**src/rtl/clk_div_pkg.sv**
```systemverilog
// clk_div_pkg: shared types, defaults and reset-phase helper for multi_clock_divider.
package clk_div_pkg;

   localparam int CNT_W_DEF = 9;

   typedef enum logic {CFG_IDLE, CFG_PEND} cfg_state_t;

   // Spread channels evenly across one half-period at reset.
   function automatic int default_phase(input int idx, input int def_half, input int chans);
      return idx * (def_half + 1) / chans;
   endfunction

endpackage

```
**src/rtl/clk_div_channel.sv**
```systemverilog
// clk_div_channel: one divided-clock channel with its counter, half/phase registers,
// glitch-free config apply at its toggle boundary, and restart.
module clk_div_channel
   import clk_div_pkg::*;
#(
   parameter int                CNT_W     = CNT_W_DEF,
   parameter logic [CNT_W-1:0]  RST_HALF  = '0,
   parameter logic [CNT_W-1:0]  RST_PHASE = '0,
   parameter logic              INIT      = 1'b0
) (
   input  logic             clk,
   input  logic             reset,
   input  logic             en,
   input  logic             restart,
   input  logic             apply_req,
   input  logic [CNT_W-1:0] new_half,
   input  logic [CNT_W-1:0] new_phase,
   output logic             clk_out,
   output logic             edge_pulse,
   output logic             applied
);

   logic [CNT_W-1:0] cnt_q, cnt_d, half_q, half_d, phase_q, phase_d;
   logic             out_q, out_d, pulse_q, pulse_d, tog;

   always_comb begin
      tog     = en && (cnt_q >= half_q);
      applied = apply_req && (restart || !en || tog);
      half_d  = applied ? new_half : half_q;
      phase_d = applied ? new_phase : phase_q;
      // Restart wins over a same-cycle toggle and already sees the new phase.
      cnt_d   = restart ? phase_d :
                !en     ? (applied ? new_phase : cnt_q) :
                tog     ? '0 : cnt_q + 1'b1;
      out_d   = restart ? INIT : (tog ? ~out_q : out_q);
      pulse_d = tog && !restart;
   end

   always_ff @(posedge clk or negedge reset) begin
      if (!reset) begin
         cnt_q   <= RST_PHASE;
         half_q  <= RST_HALF;
         phase_q <= RST_PHASE;
         out_q   <= INIT;
         pulse_q <= 1'b0;
      end else begin
         cnt_q   <= cnt_d;
         half_q  <= half_d;
         phase_q <= phase_d;
         out_q   <= out_d;
         pulse_q <= pulse_d;
      end
   end

   assign clk_out    = out_q;
   assign edge_pulse = pulse_q;

endmodule

```
**src/rtl/multi_clock_divider.sv**
```systemverilog
// multi_clock_divider: N phase-offset clock divider channels plus the config
// handshake that holds one pending update until its channel can take it.
module multi_clock_divider
   import clk_div_pkg::*;
#(
   parameter int                   CHANNELS   = 2,
   parameter int                   CNT_W      = CNT_W_DEF,
   parameter int                   DEF_HALF   = 127,
   parameter logic [CHANNELS-1:0]  INIT_LEVEL = CHANNELS'(1)
) (
   input  logic                clk,
   input  logic                reset,
   input  logic [CHANNELS-1:0] enabled,
   input  logic                sync_restart,
   input  logic                cfg_valid,
   output logic                cfg_ready,
   input  logic [2:0]          cfg_chan,
   input  logic [CNT_W-1:0]    cfg_half,
   input  logic [CNT_W-1:0]    cfg_phase,
   output logic [CHANNELS-1:0] clk_out,
   output logic [CHANNELS-1:0] edge_pulse,
   output logic                cfg_err
);

   cfg_state_t          state_q, state_d;
   logic [2:0]          chan_q, chan_d;
   logic [CNT_W-1:0]    nhalf_q, nhalf_d, nphase_q, nphase_d;
   logic                err_q, err_d, accept, chan_ok;
   logic [CHANNELS-1:0] apply_req, applied;

   always_comb begin
      cfg_ready = (state_q == CFG_IDLE);
      accept    = cfg_valid && cfg_ready;
      chan_ok   = {29'd0, cfg_chan} < CHANNELS;
      state_d   = state_q;
      chan_d    = chan_q;
      nhalf_d   = nhalf_q;
      nphase_d  = nphase_q;
      err_d     = accept && !chan_ok;
      if (state_q == CFG_IDLE && accept && chan_ok) begin
         state_d  = CFG_PEND;
         chan_d   = cfg_chan;
         nhalf_d  = cfg_half;
         nphase_d = cfg_phase;
      end
      if (state_q == CFG_PEND && |applied)
         state_d = CFG_IDLE;
   end

   always_ff @(posedge clk or negedge reset) begin
      if (!reset) begin
         state_q  <= CFG_IDLE;
         chan_q   <= '0;
         nhalf_q  <= '0;
         nphase_q <= '0;
         err_q    <= 1'b0;
      end else begin
         state_q  <= state_d;
         chan_q   <= chan_d;
         nhalf_q  <= nhalf_d;
         nphase_q <= nphase_d;
         err_q    <= err_d;
      end
   end

   assign cfg_err = err_q;

   for (genvar g = 0; g < CHANNELS; g++) begin : g_ch
      assign apply_req[g] = (state_q == CFG_PEND) && (chan_q == 3'(g));
      clk_div_channel #(
         .CNT_W     (CNT_W),
         .RST_HALF  (CNT_W'(DEF_HALF)),
         .RST_PHASE (CNT_W'(default_phase(g, DEF_HALF, CHANNELS))),
         .INIT      (INIT_LEVEL[g])
      ) u_ch (
         .clk        (clk),
         .reset      (reset),
         .en         (enabled[g]),
         .restart    (sync_restart),
         .apply_req  (apply_req[g]),
         .new_half   (nhalf_q),
         .new_phase  (nphase_q),
         .clk_out    (clk_out[g]),
         .edge_pulse (edge_pulse[g]),
         .applied    (applied[g])
      );
   end

endmodule

```
**config.mk**
```make
export PLATFORM = sky130hd
export DESIGN_NAME = multi_clock_divider
export DESIGN_NICKNAME = d
export VERILOG_FILES = /design/src/rtl/clk_div_pkg.sv /design/src/rtl/clk_div_channel.sv /design/src/rtl/multi_clock_divider.sv
export SDC_FILE = /design/constraint.sdc
export NUM_CORES = 1
export LEC_CHECK = 0
export CELL_PAD_IN_SITES_DETAIL_PLACEMENT = 0
export CELL_PAD_IN_SITES_GLOBAL_PLACEMENT = 1
export CORE_UTILIZATION = 50
export DETAILED_ROUTE_END_ITERATION = 10
export PLACE_DENSITY_LB_ADDON = 0.08
export SYNTH_ARGS = -nofsm -noshare
export SYNTH_HDL_FRONTEND = slang
export SYNTH_SLANG_ARGS = --single-unit
```
**constraint.sdc**
```tcl
create_clock -name clk -period 3.8 [get_ports clk]
set_input_delay 0.76 -clock clk [delete_from_list [all_inputs] [get_ports clk]]
set_output_delay 0.76 -clock clk [all_outputs]
set_load 0.02 [all_outputs]
```
; ---- After elaboration in Yosys (flattened, before gate mapping)
; Cells that the tools add are included.
[word_totals]
reg_bits = 81
input_bits = 27
output_inout_bits = 6
elab_cells = 68
[op_classes]
addsub = 2
magnitude_cmp = 3
n_eq_ne = 1
n_mux = 16
bitwise_logic = 3
n_reduce_logical = 28
[op_table]
columns = op, n
row1 = 9-bit two-way mux, 10
row2 = 9-bit by 1-bit adder with 9-bit output (second input constant), 2
row3 = 9-bit greater-or-equal comparator, 2
row4 = 1-bit logical AND, 13
row5 = 1-bit two-way mux, 6
row6 = 2-bit nonzero test, 3
row7 = 3-bit nonzero test, 2
row8 = 1-bit logical NOT, 4
row9 = 1-bit logical OR, 4
row10 = 3-bit by 1-bit equality test with 1-bit output (second input constant), 1
row11 = 3-bit logical NOT, 1
row12 = 3-bit by 2-bit < comparator with 1-bit output (second input constant), 1
row13 = 1-bit inverter, 3
row14 = 2-bit OR reduction, 1

; ---- Longest topological paths before layout
[logic_depth]
depth_word = 7
depth_mapped = 10
mapped_depth_nobuf = 8

; ---- Hierarchy
; From an unflattened synthesis, not the netlist that was laid out.
[hier_totals]
cells_unflattened = 583
hier_area_um2 = 5494.0
[modules_own_cells]
columns = mod, instances, cells_each, area_per_inst_um2
row1 = clk_div_channel (g_ch[0].u_ch), 1, 265, 2332.2
row2 = clk_div_channel (g_ch[1].u_ch), 1, 265, 2272.2
row3 = multi_clock_divider, 1, 53, 889.6

; ---- Worst setup path before layout
; No wires, ideal clock.
[synth_path]
path_type = register -> register
from = register g_ch[0].u_ch.half_q[2]
to = register g_ch[0].u_ch.phase_q[0]
arrival_ns = 2.333
t_required_ns = 3.675
setup_slack_ns = 1.342
stages_incl_launch_ff = 11
path_buffers = 2
period_less_slack_ns = 2.458
path_cell_list = dfstp_2 inv_1 ha_1 a21oi_2 o21ai_1 o2bb2ai_1 or4b_4 buf_6 nand2_8 buf_12 mux2_4
[synth_between]
elab_chain_len = 5
[synth_lines]
columns = item, line
row1 = "start, declared", clk_div_channel.sv:23  ; logic [CNT_W-1:0] cnt_q, cnt_d, half_q, half_d, phase_q, phase_d;
row2 = "start signal, assigned", clk_div_channel.sv:48  ; half_q <= half_d;
row3 = 9-bit greater-or-equal comparator, clk_div_channel.sv:27  ; tog = en && (cnt_q >= half_q);
row4 = 1-bit logical AND, clk_div_channel.sv:27
row5 = 1-bit logical OR, clk_div_channel.sv:28  ; applied = apply_req && (restart || !en || tog);
row6 = 1-bit logical AND, clk_div_channel.sv:28
row7 = 9-bit two-way mux, clk_div_channel.sv:30  ; phase_d = applied ? new_phase : phase_q;
row8 = via g_ch[0].u_ch.phase_d[0], clk_div_channel.sv:23
row9 = "end signal, assigned", clk_div_channel.sv:49  ; phase_q <= phase_d;
row10 = "end, declared", clk_div_channel.sv:23
; The timed path passes the listed nets, and every way through them passes these cells.
; A chain may end at the register's enable or synchronous reset.

; ---- Worst setup path in the final report
[layout_path]
from = register g_ch[0].u_ch.half_q[2]
to = register g_ch[0].u_ch.half_q[7]
[layout_between]
elab_chain_len = 4
[layout_lines]
columns = item, line
row1 = 9-bit greater-or-equal comparator, clk_div_channel.sv:27
row2 = 1-bit logical AND, clk_div_channel.sv:27
row3 = 1-bit logical OR, clk_div_channel.sv:28
row4 = 1-bit logical AND, clk_div_channel.sv:28
; No other way between the ends.

==> flow_summary.json <==
{
  "clockBufferDepth": 2,
  "crit_chain": "inv_1 -> ha_1 -> a21oi_2 -> o21ai_1 -> o2bb2ai_1 -> or4b_4 -> nand2_8 -> mux2_2",
  "clkTransAtPathRegs_ps": 80,
  "cts.sinks": 81,
  "drive_above_1_share_pct": 24.81,
  "cts_buffers": 9,
  "gp_congestion": 0.7789,
  "synth_ff_type": "dfrtp_1",
  "syn-num-nets": 414,
  "vias": 2834,
  "crit_type": "reg -> reg",
  "hp-class": "reg -> reg",
  "drtIter0Drc": 137,
  "drv_slew": 0,
  "ys_seq_area_share_pct": 49.38,
  "final_hold_viol_count": 0,
  "status": "complete, no violations",
  "worst_slew_pin_slew_ps": 996.5,
  "die_y_um": 93.08,
  "synth-seq-cells": 81,
  "multiInputGateArea_mm2": 0.001891,
  "ys_top_cells_by_count": "dfrtp_1 (64), mux2_2 (44), nor2_1 (37)",
  "core_mm2": 0.007888,
  "ir_worst_vdd_v": 0.0003523,
  "critPathMaxFanout": 19,
  "combPwrFrac_pct": 37.9,
  "antenna_found_initial": 0,
  "end_kind": "flip-flop",
  "overflow": 0,
  "critPathSlowestCell": "or4b_4",
  "drtAntennaViolNets": 0,
  "fin_nets": 445,
  "post_cts_resize_count": 0,
  "syn_avg_cell_area_um2": 11.30,
  "hpwl_um": 6037,
  "ys_types": 42,
  "yosys.area.top_type_share_pct": 38.61,
  "cts-root-buf": "clkbuf_8",
  "arrival_ps": 2840,
  "power_density_mw_per_mm2": 836.6,
  "syn2layout_area_growth_pct": 14.48,
  "yosysMostFrequentCell": "dfrtp_1",
  "diodes": 0,
  "regArea_mm2": 0.002048,
  "die_area_mm2": 0.008664,
  "first_global_vias": 2733,
  "max_freq_mhz": 385.0,
  "p_sw_share_pct": 36.39,
  "track_usage_pct": 21.90,
  "p_int_uw": 2527,
  "io_buffer_count": 32,
  "finClkSkew_ps": 7.646,
  "netlist_area_mm2": 0.004148,
  "synth.area.top_cells": "dfrtp_1 (39%), mux2_2 (12%), dfstp_2 (11%)",
  "tritoncts": "done",
  "post_drt_wl_per_cell_um": 16.86,
  "fill_cells": 683,
  "die_w_um": 93.08,
  "critPathLaunchType": "flip-flop",
  "slowest_delay_ps": 640,
  "period_needed_ps": 2597,
  "ios": 33,
  "seq_power_share_pct": 43.5,
  "fin_util_pct": 60.20,
  "clockPowerShare_pct": 18.6,
  "syn_inst": 367,
  "rows": 32,
  "initial_core_util_pct": 52.59,
  "fin_tns_setup_ps": 0,
  "grt_start_max_net_pins": 82,
  "rsz0062_at_grt": "no",
  "p_switching_uw": 1446,
  "grt_pass1_wl_um": 14260,
  "cap_violations": 0,
  "slew_headroom_pct": 33.56,
  "drc": 0,
  "clkLatencyLatePin_ps": 350,
  "yosys_warnings": 0,
  "p_leak_uw": 0.002081,
  "setup-violations-final": 0,
  "synth-edff-count": 0,
  "synth_top_area_cell": "dfrtp_1",
  "async_flop_share_pct": 100.0,
  "dr.pass1.iters": 4,
  "required_ps": 4040,
  "finalCritPeriodShare_pct": 68.35,
  "vias_per_cell": 5.612,
  "hold_buffers": 0,
  "htreeDepth": 3,
  "post_cts_buffers": 0,
  "routed_wl_um": 8515
}
power by group through the flow:
stage	clock [uW]	combinational [uW]	sequential [uW]
detailed placement	0	1510	1740
global placement	0	1460	1730
floorplan	0	1250	1590
CTS	754	1520	1730
finish	738	1510	1730
global route	786	1720	1790
critical path, delay by kind of cell, from the launching register on:
family | cells | cell delay, ps
flops | 1 | 540
compound gates | 3 | 380
fa+ha+maj | 1 | 310
simple gates | 2 | 860
buf+inv | 1 | 40
mux | 1 | 360
flip-flops by register name (all words and copies together) (netlist names):
name and cells:
g_ch.u_ch.edge_pulse 2, g_ch.u_ch.cnt_q 18, state_q 1, cfg_err 1, nhalf_q 9, g_ch.u_ch.clk_out 2, nphase_q 9, g_ch.u_ch.phase_q 18
g_ch.u_ch.half_q 18, chan_q 3
cell families (layout without fill, tap and decap cells):
family | after synthesis | in the layout | share of synthesized area, %
DFF | 81 | 81 | 49.38
xor gates and xnor gates | 8 | 8 | 1.689
adders and majority gates | 20 | 20 | 6.033
buffers and inverters | 42 | 78 | 5.158
AOI/OAI and AO/OA | 68 | 68 | 10.26
and+or+nand+nor | 93 | 93 | 11.55
muxes | 55 | 55 | 15.93
cell usage in the layout, fill, tap and decap left out, types with 2 or more instances in the layout:
cell / Yosys / layout
o221ai_1: 9 / 9
mux2_4: 11 / 11
a21oi_1: 25 / 25
nor2_1: 37 / 37
bufinv_16: 0 / 2
nand2_1: 22 / 22
dfstp_2: 17 / 17
mux2_2: 44 / 44
xor2_1: 6 / 6
inv_6: 0 / 2
ha_1: 20 / 20
nand3_1: 9 / 9
nand4_1: 4 / 4
a22oi_1: 2 / 2
a32oi_1: 2 / 2
inv_1: 26 / 26
xnor2_1: 2 / 2
o2bb2ai_1: 2 / 2
dfrtp_1: 64 / 64
clkdlybuf4s50_1: 0 / 31
buf_4: 4 / 5
clkbuf_8: 0 / 11
o21ai_0: 9 / 9
nor3_1: 3 / 2
o22ai_1: 14 / 14
o31ai_1: 2 / 2
nor2b_1: 4 / 4
and3_1: 4 / 4
routing by layer:
metal	global-route usage [%]	vias up	part of all wire (%)
li1	-	1361	-
met1	31.36	1405	49
met2	33.88	60	46
met3	3.821	8	3.9
met4	6.923	0	1.0
met5	0	-	0
final cells by class:
type / count / area share (%)
Timing Repair Buffer: 36 / 7.325
Clock inverter: 5 / 1.792
Multi-Input combinational cell: 244 / 39.82
Tap cell: 102 / 2.688
Sequential cell: 81 / 43.14
Inverter: 26 / 2.055
Clock buffer: 11 / 3.188
final timing paths:
path,endpoint,slack [ps],depth (start not counted),from
worst max-delay path,g_ch[0].u_ch.half_q[7]$_DFFE_PN0P_,1200,8,g_ch[0].u_ch.half_q[2]$_DFFE_PN1P_
worst min-delay path,g_ch[1].u_ch.half_q[7]$_DFFE_PN0N_,510,1,g_ch[1].u_ch.half_q[7]$_DFFE_PN0N_
worst max register to register,g_ch[0].u_ch.half_q[7]$_DFFE_PN0P_,1200,8,g_ch[0].u_ch.half_q[2]$_DFFE_PN1P_
worst min register to register,g_ch[1].u_ch.half_q[7]$_DFFE_PN0N_,510,1,g_ch[1].u_ch.half_q[7]$_DFFE_PN0N_
max in group asynchronous,g_ch[0].u_ch.phase_q[1]$_DFF_PN0_,2600,1,reset
min in group asynchronous,g_ch[0].u_ch.edge_pulse$_DFF_PN0_,560,1,reset
through the flow:
stage	hold slack, ps	power (uW)	instances	area (um^2)	setup WS, ps
final	513.6	3972	505	4748	1203
after detailed placement	494.8	3258	489	4512	898.0
after global placement	488.5	3195	489	4512	913.9
after CTS	514.9	4003	505	4748	1199
after floorplan	464.4	2841	367	4148	1342
after global routing	527.8	4296	505	4748	1094
No activity file was read; power rests on OpenSTA's default activity.
